File: src/rtl/dict_image_loader.sv
// Boot-time loader: reads a dictionary image header plus entries from memory, streams each
// entry into its dictionary, then hands the memory port to the fetch controller.
module dict_image_loader #(
    parameter int unsigned FIELD1_KEY_WIDTH = 3,
    parameter int unsigned FIELD2_KEY_WIDTH = 5,
    parameter int unsigned FIELD3_KEY_WIDTH = 8,
    parameter int unsigned FIELD1_VAL_WIDTH = 7,
    parameter int unsigned FIELD2_VAL_WIDTH = 10,
    parameter int unsigned FIELD3_VAL_WIDTH = 15,
    parameter logic [31:0] IMAGE_BASE       = 32'h0001_0000
) (
    input  logic                        clk,
    input  logic                        resetn,
    input  logic                        start,
    output logic                        load_done,
    output logic                        busy,
    output logic                        cfg_error,
    output logic                        mem_req_valid,
    input  logic                        mem_req_ready,
    output logic [31:0]                 mem_req_addr,
    input  logic [31:0]                 mem_req_rdata,
    input  logic                        ctrl_mem_req_valid,
    output logic                        ctrl_mem_req_ready,
    input  logic [31:0]                 ctrl_mem_req_addr,
    output logic [31:0]                 ctrl_mem_req_rdata,
    output logic                        dict1_write_enable,
    output logic [FIELD1_VAL_WIDTH-1:0] dict1_write_val,
    output logic                        dict2_write_enable,
    output logic [FIELD2_VAL_WIDTH-1:0] dict2_write_val,
    output logic                        dict3_write_enable,
    output logic [FIELD3_VAL_WIDTH-1:0] dict3_write_val
);
    localparam int unsigned Cap1 = 1 << FIELD1_KEY_WIDTH;
    localparam int unsigned Cap2 = 1 << FIELD2_KEY_WIDTH;
    localparam int unsigned Cap3 = 1 << FIELD3_KEY_WIDTH;

    typedef enum logic [2:0] {StIdle, StHdr, StD1, StD2, StD3, StDone} state_e;

    state_e                      state_q, state_d;
    logic                        valid_q, valid_d;
    logic [31:0]                 addr_q, addr_d;
    logic [3:0]                  cnt1_q, cnt1_d;
    logic [5:0]                  cnt2_q, cnt2_d;
    logic [8:0]                  cnt3_q, cnt3_d;
    logic                        done_q, done_d;
    logic                        busy_q, busy_d;
    logic                        err_q, err_d;
    logic                        en1_q, en1_d, en2_q, en2_d, en3_q, en3_d;
    logic [FIELD1_VAL_WIDTH-1:0] val1_q, val1_d;
    logic [FIELD2_VAL_WIDTH-1:0] val2_q, val2_d;
    logic [FIELD3_VAL_WIDTH-1:0] val3_q, val3_d;

    logic       fire;
    logic [3:0] hdr1;
    logic [5:0] hdr2;
    logic [8:0] hdr3;
    logic       over1, over2, over3;

    assign fire  = valid_q & mem_req_ready;
    assign hdr1  = mem_req_rdata[3:0];
    assign hdr2  = mem_req_rdata[9:4];
    assign hdr3  = mem_req_rdata[18:10];
    assign over1 = 32'(hdr1) > Cap1;
    assign over2 = 32'(hdr2) > Cap2;
    assign over3 = 32'(hdr3) > Cap3;

    always_ff @(posedge clk or negedge resetn) begin
        if (!resetn) begin
            state_q <= StIdle;
        end else begin
            state_q <= state_d;
        end
    end

    always_ff @(posedge clk or negedge resetn) begin
        if (!resetn) begin
            valid_q <= 1'b0;
            addr_q  <= '0;
            cnt1_q  <= '0;
            cnt2_q  <= '0;
            cnt3_q  <= '0;
            done_q  <= 1'b0;
            busy_q  <= 1'b0;
            err_q   <= 1'b0;
            en1_q   <= 1'b0;
            en2_q   <= 1'b0;
            en3_q   <= 1'b0;
            val1_q  <= '0;
            val2_q  <= '0;
            val3_q  <= '0;
        end else begin
            valid_q <= valid_d;
            addr_q  <= addr_d;
            cnt1_q  <= cnt1_d;
            cnt2_q  <= cnt2_d;
            cnt3_q  <= cnt3_d;
            done_q  <= done_d;
            busy_q  <= busy_d;
            err_q   <= err_d;
            en1_q   <= en1_d;
            en2_q   <= en2_d;
            en3_q   <= en3_d;
            val1_q  <= val1_d;
            val2_q  <= val2_d;
            val3_q  <= val3_d;
        end
    end

    always_comb begin
        state_d = state_q;
        valid_d = valid_q;
        addr_d  = addr_q;
        cnt1_d  = cnt1_q;
        cnt2_d  = cnt2_q;
        cnt3_d  = cnt3_q;
        done_d  = done_q;
        busy_d  = busy_q;
        err_d   = err_q;
        en1_d   = 1'b0;
        en2_d   = 1'b0;
        en3_d   = 1'b0;
        val1_d  = val1_q;
        val2_d  = val2_q;
        val3_d  = val3_q;
        unique case (state_q)
            StIdle: begin
                if (start) begin
                    state_d = StHdr;
                    valid_d = 1'b1;
                    addr_d  = IMAGE_BASE;
                    busy_d  = 1'b1;
                end
            end
            StHdr, StD1, StD2, StD3: begin
                if (fire) begin
                    valid_d = 1'b0;
                    addr_d  = addr_q + 32'd4;
                    case (state_q)
                        StHdr: begin
                            // Clamped counts only: an oversized field shifts later fields' data.
                            cnt1_d = over1 ? 4'(Cap1) : hdr1;
                            cnt2_d = over2 ? 6'(Cap2) : hdr2;
                            cnt3_d = over3 ? 9'(Cap3) : hdr3;
                            err_d  = err_q | over1 | over2 | over3;
                        end
                        StD1: begin
                            en1_d  = 1'b1;
                            val1_d = mem_req_rdata[FIELD1_VAL_WIDTH-1:0];
                            cnt1_d = cnt1_q - 4'd1;
                        end
                        StD2: begin
                            en2_d  = 1'b1;
                            val2_d = mem_req_rdata[FIELD2_VAL_WIDTH-1:0];
                            cnt2_d = cnt2_q - 6'd1;
                        end
                        StD3: begin
                            en3_d  = 1'b1;
                            val3_d = mem_req_rdata[FIELD3_VAL_WIDTH-1:0];
                            cnt3_d = cnt3_q - 9'd1;
                        end
                        default: ;
                    endcase
                end else if (!valid_q) begin
                    // Gap cycle: pick the next non-empty field, so empty fields cost nothing.
                    valid_d = 1'b1;
                    if (cnt1_q != '0) begin
                        state_d = StD1;
                    end else if (cnt2_q != '0) begin
                        state_d = StD2;
                    end else if (cnt3_q != '0) begin
                        state_d = StD3;
                    end else begin
                        state_d = StDone;
                        valid_d = 1'b0;
                        done_d  = 1'b1;
                        busy_d  = 1'b0;
                    end
                end
            end
            StDone: ;
            default: state_d = StIdle;
        endcase
    end

    always_comb begin
        if (state_q == StDone) begin
            mem_req_valid      = ctrl_mem_req_valid;
            mem_req_addr       = ctrl_mem_req_addr;
            ctrl_mem_req_ready = mem_req_ready;
            ctrl_mem_req_rdata = mem_req_rdata;
        end else begin
            mem_req_valid      = valid_q;
            mem_req_addr       = addr_q;
            ctrl_mem_req_ready = 1'b0;
            ctrl_mem_req_rdata = '0;
        end
    end

    assign load_done          = done_q;
    assign busy               = busy_q;
    assign cfg_error          = err_q;
    assign dict1_write_enable = en1_q;
    assign dict2_write_enable = en2_q;
    assign dict3_write_enable = en3_q;
    assign dict1_write_val    = val1_q;
    assign dict2_write_val    = val2_q;
    assign dict3_write_val    = val3_q;

endmodule

File: config.mk
export PLATFORM = sky130hd
export DESIGN_NAME = dict_image_loader
export DESIGN_NICKNAME = d
export VERILOG_FILES = /design/src/rtl/dict_image_loader.sv
export SDC_FILE = /design/constraint.sdc
export NUM_CORES = 1
export LEC_CHECK = 0
export CELL_PAD_IN_SITES_DETAIL_PLACEMENT = 1
export CELL_PAD_IN_SITES_GLOBAL_PLACEMENT = 2
export CORE_MARGIN = 2
export CORE_UTILIZATION = 24
export CTS_CLUSTER_DIAMETER = 40
export DETAILED_ROUTE_END_ITERATION = 12
export MAX_ROUTING_LAYER = met4
export PLACE_DENSITY_LB_ADDON = 0.1
export SLEW_MARGIN = 20
export SYNTH_ARGS = -nofsm -noshare
export SYNTH_HDL_FRONTEND = slang
export SYNTH_SLANG_ARGS = --single-unit
File: constraint.sdc
create_clock -name clk -period 2.35 [get_ports clk]
set_clock_uncertainty 0.2 [all_clocks]
set_input_delay 0.47 -clock clk [delete_from_list [all_inputs] [get_ports clk]]
set_output_delay 0.47 -clock clk [all_outputs]
set_load 0.005 [all_outputs]
==> summary.md, run 1 <==
| Metric | Value |
|---|---|
| Status | complete, but fails checks |
| Failing checks | negative setup slack |
| Post-synth ARST share | 100% |
| FF+latch count, synth | 91 |
| Worst Slack Setup Final | -0.0794 ns |
| Number of global-route vias before repair | 5539 |
| Crit path cell chain | nand2_2 > nor2_4 > buf_8 > buf_12 > buf_12 > mux2_4 > buf_6 |
| I/O Pins | 173 |
| Starting Density | 24.4% |
| PwrDens | 714 nW/µm² |
| Share of layout cells above drive strength 1 | 30.7% |
| Gr usage total | 17.3% |
| Syn avg cell area | 9.46 µm² |
| Fmax | 412 MHz |
| Post-synth cell types | 52 |
| DRT antenna net count | 0 |
| Mapped Nets | 615 |
| I/O Buffers | 172 |
| Fin crit share | 103% |
| Worst endpoint required time | 1.68 ns |
| CTS tree | built |
| Yosys warnings | 0 |
| Largest area contributor in the netlist | dfrtp_1 |
| Worst path max stage delay | 0.38 ns |
| Min-delay worst type | register to register |
| CP Class | register to output pin |
| Pint | 4.19 mW |
| Final Wtd Congestion | 0.846 |
| CP arrival | 1.76 ns |
| Remaining DRCs | 0 |
| ANT cells | 0 |
| Most frequent cell after synthesis | dfrtp_1 |
| Clk buf depth | 2 |
| Setup crit start kind | register |
| Post-detailed-route wirelength per cell | 17.0 µm |
| Core Rows | 53 |
| Largest net degree at the start of global routing | 40 |
| Initial DRC count | 136 |
| Die Width | 150 µm |
| Die height | 150 µm |
| Final setup viols | 19 |
| Cell count after synthesis | 541 |
| Cells after DPL | 1043 |
| Max-cap violations | 0 |
| Clock transition at the registers of the reported paths | 0.07 ns |
| Reg power frac | 36.9% |
| Peak VDD IR | 369 µV |
| Final hold vios | 0 |
| Worst-Skew Late Latency | 0.35 ns |
| Via Count | 5096 |
| Post-layout net count | 884 |
| Drt pass-1 iters | 4 |
| Main flop type after synthesis | dfrtp_1 |
| H-tree Lvls | 3 |
| Slew Limit Fails | 0 |
| Top cell type's share of synthesized area | 44.5% |
| Slowest-stage cell, CP | dfrtp_1 |
| Final core utilization | 41.0% |
| Vias per inst | 4.68 |
| CP Capture Type | output pin |
| Fin cells | 1090 |
| Top cells by count, synth | 91 x dfrtp_1, 55 x nor2_1, 37 x mux2_2, 35 x and2_1, 31 x a21oi_1 |
| Switching Share | 31.7% |
| Max_slew headroom | 68.2% |
| Sw power | 1.94 mW |
| Cell mode on critical path | buf_12 |
| Post-layout minimum cycle time | 2.43 ns |
| CTS Buf Count | 9 |
| Setup TNS | -0.958 ns |
| Area grow syn2layout | 68.0% |
| Root buffer cell | clkbuf_16 |
| Post-synth EDFFs | 0 |
| Seq/Total Area, Yosys | 44.5% |
| Pre-CTS setup slack | -0.233 ns |
| First-pass GRT wire length | 29600 µm |
| Die footprint | 22500 µm² |
| Grt ovf | 0 |
| DP HPWL | 13300 µm |
| Sink Count | 91 |
| Combinational power share | 36.8% |
| Final WL | 18600 µm |
| Post-Syn Area | 5120 µm² |
| Top cells by area, synth | dfrtp_1 44%, mux2_2 8.1%, mux2_1 4.6%, and2_1 4.3%, nor2_1 4.0% |
| CP max FO | 6 |
| Leakage | 3.82 nW |
| Unrepaired setup endpoints after global routing | yes |
| Tot Pwr | 6.14 mW |
| Core footprint | 21000 µm² |
| Antenna violations before repair | 0 |
| Actual slew at the worst max-slew pin | 0.473 ns |
| Clock power frac | 26.3% |
sequential cells by signal, summed over array words and instances, names as in the netlist, 3 cells and up:
register / cells
cnt3_q: 9
dict3_write_val: 15
dict1_write_val: 7
addr_q: 30
dict2_write_val: 10
state_q: 3
cnt2_q: 6
cnt1_q: 4
final timing paths:
check | startpoint | cells after the start | end | slack, ns
worst min register to register | load_done | 1 | load_done | 0.28
worst min-delay path | load_done | 1 | load_done | 0.28
worst max-delay path | state_q[2] | 7 | mem_req_addr[3] | -0.08
worst max register to register | cnt2_q[0] | 8 | busy | 0.10
max in group asynchronous | resetn | 3 | dict1_write_val[3] | 1.11
min in group asynchronous | resetn | 2 | addr_q[28] | 0.34
power by group through the flow:
stage	Combinational, mW	Sequential (mW)	Clock (mW)
after floorplan	0.940	2.25	0
after global placement	2.14	2.27	0
after detailed placement	2.18	2.28	0
after CTS	2.25	2.28	1.67
after global routing	2.51	2.34	1.73
final	2.26	2.27	1.61
cell usage in the layout (no fill, tap or decap), types with 20 or more instances in the layout:
master / count
a21oi_1: 31
and2_1: 32
buf_4: 89
buf_6: 38
clkdlybuf4s50_1: 105
dfrtp_1: 91
mux2_4: 27
nand2_1: 27
nand3_1: 20
nor2_1: 52
o21ai_1: 23
critical path, delay by kind of cell (launching register included):
kind | cells | cell delay (ns)
multiplexers | 1 | 0.30
AND/OR/NAND/NOR | 2 | 0.25
flip-flops | 1 | 0.38
buffers and inverters | 4 | 0.48
layout make-up:
cell class,instances,area (µm²)
Clock inverter,7,100
Fill cell,2408,12400
Inverter,19,71.3
Multi-Input combinational cell,401,2840
Sequential cell,91,2280
Timing Repair Buffer,288,2740
Tap cell,275,344
Clock buffer,9,225
per-stage QoR:
step / hold WS, ns / cell area [µm²]
final: 0.279 / 8600
after global routing: 0.313 / 8600
after CTS: 0.285 / 8570
after detailed placement: 0.165 / 7780
after global placement: 0.167 / 7780
after floorplan: -0.0256 / 5120
layer usage:
metal / track usage, % / share of wire (%) / up-vias
met2: 30.5 / 53 / 103
met4: 4.01 / 1.2 / 0
li1: - / - / 2461
met3: 3.51 / 4.1 / 12
met1: 20.2 / 42 / 2520
met5: - / 0 / -
repair_timing:
item / in CTS / in global routing
resized for setup: 288 / 40
pin swaps: 3 / 4
hold buffers: 1 / 0
setup buffers: 25 / 10
setup endpoints to repair: 69 / 70
hold endpoints to repair: 15 / 0
gates cloned: 5 / 0
logic make-up after synthesis:
logic type	Yosys count	synth area share [%]
compound gates	100	11.5
fa+ha+maj	5	1.22
simple gates	217	22.6
buf+inv	49	3.89
xor+xnor	20	3.42
flops	91	44.5
mux	59	13.0
No activity file was read; power rests on OpenSTA's default activity.
==> run 2, diff against run 1 <==
CORE_ASPECT_RATIO = 1.1   (was not set)
==> run 2 against run 1 <==
- the run still ends with negative setup slack left
- power rose by 1.7%
- sequential power barely moved
- non-clock buffer count increased by 2
- maximum frequency up 2.0%
- register-to-register slack got worse by 0.03 ns
- highest routed layer unchanged
- largest power group unchanged
- global-route usage fell by 0.32 points
- core utilization decreased by 0.37 points
- final area hardly changed
- final cell count up 1.6%
==> summary.md, run 2 (synthesis results as in run 1) <==
| Metric | Value |
|---|---|
| Status | complete, but fails checks (unchanged) |
| Failing checks | negative setup slack (unchanged) |
| Family with the most delay on the worst path | buffers and inverters (unchanged) |
| Share of layout cells above drive strength 1 | 32.8% (was 30.7%) |
| CP max FO | 8 (was 6) |
| Multi-input logic area | 2850 µm² (was 2840 µm²) |
| Most common cell after layout, fill and taps aside | clkdlybuf4s50_1 (unchanged) |
| Die Width | 143 µm (was 150 µm) |
| Min-delay worst type | register to register (unchanged) |
| Die footprint | 22500 µm² (about the same) |
| Core footprint | 21200 µm² (was 21000 µm²) |
| Final core utilization | 40.7% (was 41.0%) |
| Peak VDD IR | 382 µV (was 369 µV) |
| Largest register FFs | 30 (unchanged) |
| Largest Register | addr_q (unchanged) |
| Die height | 157 µm (was 150 µm) |
| DP HPWL | 13200 µm (was 13300 µm) |
| FILL cells | 2404 (was 2408) |
| Gr usage total | 17.0% (was 17.3%) |
| Worst path max stage delay | 0.37 ns (was 0.38 ns) |
| I/O Pins | 173 (unchanged) |
| Largest net degree at the start of global routing | 55 (was 40) |
| Final hold slack | 0.273 ns (was 0.279 ns) |
| Pre-CTS setup slack | -0.310 ns (was -0.233 ns) |
| Worst Slack Setup Final | -0.0326 ns (was -0.0794 ns) |
| Cells after DPL | 1061 (was 1043) |
| Layout Cell Area excl Fill | 8600 µm² (about the same) |
| Setup crit start kind | register (unchanged) |
| Sequential cell area | 2280 µm² (unchanged) |
| Initial DRC count | 116 (was 136) |
| Most frequent cells in the layout | 105 x clkdlybuf4s50_1, 91 x dfrtp_1, 90 x buf_4 (was 105 x clkdlybuf4s50_1, 91 x dfrtp_1, 89 x buf_4) |
| CTS Buf Count | 9 (unchanged) |
| Worst endpoint required time | 1.68 ns (about the same) |
| Grt ovf | 0 (unchanged) |
| Crit path cell chain | nand2_2 > nor2_4 > buf_12 > buf_12 > buf_4 > mux2_4 > buf_2 (was nand2_2 > nor2_4 > buf_8 > buf_12 > buf_12 > mux2_4 > buf_6) |
| PwrDens | 725 nW/µm² (was 714 nW/µm²) |
| Clock transition at the registers of the reported paths | 0.07 ns (about the same) |
| Remaining DRCs | 0 (unchanged) |
| Sink Count | 91 (unchanged) |
| Vias per inst | 4.58 (was 4.68) |
| Slew Limit Fails | 0 (unchanged) |
| Clk buf depth | 2 (unchanged) |
| Starting Density | 24.2% (was 24.4%) |
| CP Class | register to output pin (unchanged) |
| Post-detailed-route wirelength per cell | 16.5 µm (was 17.0 µm) |
| First-pass GRT wire length | 29200 µm (was 29600 µm) |
| CP arrival | 1.71 ns (was 1.76 ns) |
| Final Wtd Congestion | 0.794 (was 0.846) |
| Area grow syn2layout | 68.1% (was 68.0%) |
| Unrepaired setup endpoints after global routing | yes (unchanged) |
| Post-layout minimum cycle time | 2.38 ns (was 2.43 ns) |
| Final WL | 18300 µm (was 18600 µm) |
| Fin cells | 1107 (was 1090) |
| Final setup viols | 13 (was 19) |
| Post-layout net count | 886 (was 884) |
| Actual slew at the worst max-slew pin | 0.511 ns (was 0.473 ns) |
| Leakage | 3.85 nW (was 3.82 nW) |
| Max_slew headroom | 65.9% (was 68.2%) |
| Number of global-route vias before repair | 5558 (was 5539) |
| Buf+Inv Stages, Crit Path | 4 (unchanged) |
| I/O Buffers | 172 (unchanged) |
| Slowest-stage cell, CP | dfrtp_1 (unchanged) |
| ANT cells | 0 (unchanged) |
| CTS tree | built (unchanged) |
| Antenna violations before repair | 0 (unchanged) |
| Cell mode on critical path | buf_12 (unchanged) |
| Max-cap violations | 0 (unchanged) |
| Via Count | 5072 (was 5096) |
| Fmax | 420 MHz (was 412 MHz) |
| H-tree Lvls | 3 (unchanged) |
| Area after DPL | 7790 µm² (was 7780 µm²) |
| Final hold vios | 0 (unchanged) |
| Drt pass-1 iters | 4 (unchanged) |
| Worst-Skew Late Latency | 0.35 ns (about the same) |
| Core Rows | 56 (was 53) |
| Root buffer cell | clkbuf_16 (unchanged) |
| DRT antenna net count | 0 (unchanged) |
| CP Capture Type | output pin (unchanged) |
| Fin crit share | 101% (was 103%) |
[run 2: cell count changes in the layout (fill, tap and decap cells not counted), moves of 7 or more]
cell | before | now
and2_1 | 32 | 24
and2_4 | 3 | 11
buf_6 | 38 | 45
clkdlybuf4s15_1 | 7 | 0
[run 2: area by class of cell]
cell class | instances | share of cell area, %
inverter | 19 | 0.829
clock inverter | 7 | 1.44
sequential | 91 | 26.5
clock buffer | 9 | 2.62
timing repair buffer | 290 | 31.3
multi-input combinational | 401 | 33.1
tap | 290 | 4.22
[run 2: worst paths after layout]
kind,depth (start not counted),from,to,slack [ns]
setup reg to reg,8,cnt2_q[0],busy,0.07
min in group asynchronous,3,resetn,addr_q[22],0.45
max in group asynchronous,3,resetn,dict1_write_val[3],1.03
hold reg to reg,1,load_done,load_done,0.27
hold / removal,1,load_done,load_done,0.27
setup / recovery,7,state_q[0],mem_req_addr[31],-0.03
[run 2: repair_timing]
item,4_1_cts,5_1_grt
setup endpoints to repair,69,70
hold buffers,1,0
setup buffers,26,6
pin swaps,9,6
resized for setup,317,29
hold endpoints to repair,54,0
gates cloned,4,0
[run 2: per-stage QoR]
stage | setup TNS [ns] | total power, mW
2_1_floorplan | 0 | 3.19
3_3_place_gp | -2.34 | 4.38
3_5_place_dp | -4.05 | 4.44
4_1_cts | -2.59 | 6.28
5_1_grt | -1.57 | 6.67
6_report | -0.218 | 6.24
[run 2: metal layers]
metal | vias to the layer above | GRT usage, % | part of all wire [%]
li1 | 2471 | - | -
met1 | 2466 | 20.2 | 43
met2 | 117 | 29.5 | 51
met3 | 18 | 3.01 | 4.3
met4 | 0 | 4.81 | 1.5
met5 | - | - | 0
[run 2: report_power, final]
group | total, mW | internal, mW | switching, mW
Clock | 1.72 | 1.05 | 0.668
Sequential | 2.28 | 1.96 | 0.321
Combinational | 2.25 | 1.29 | 0.960
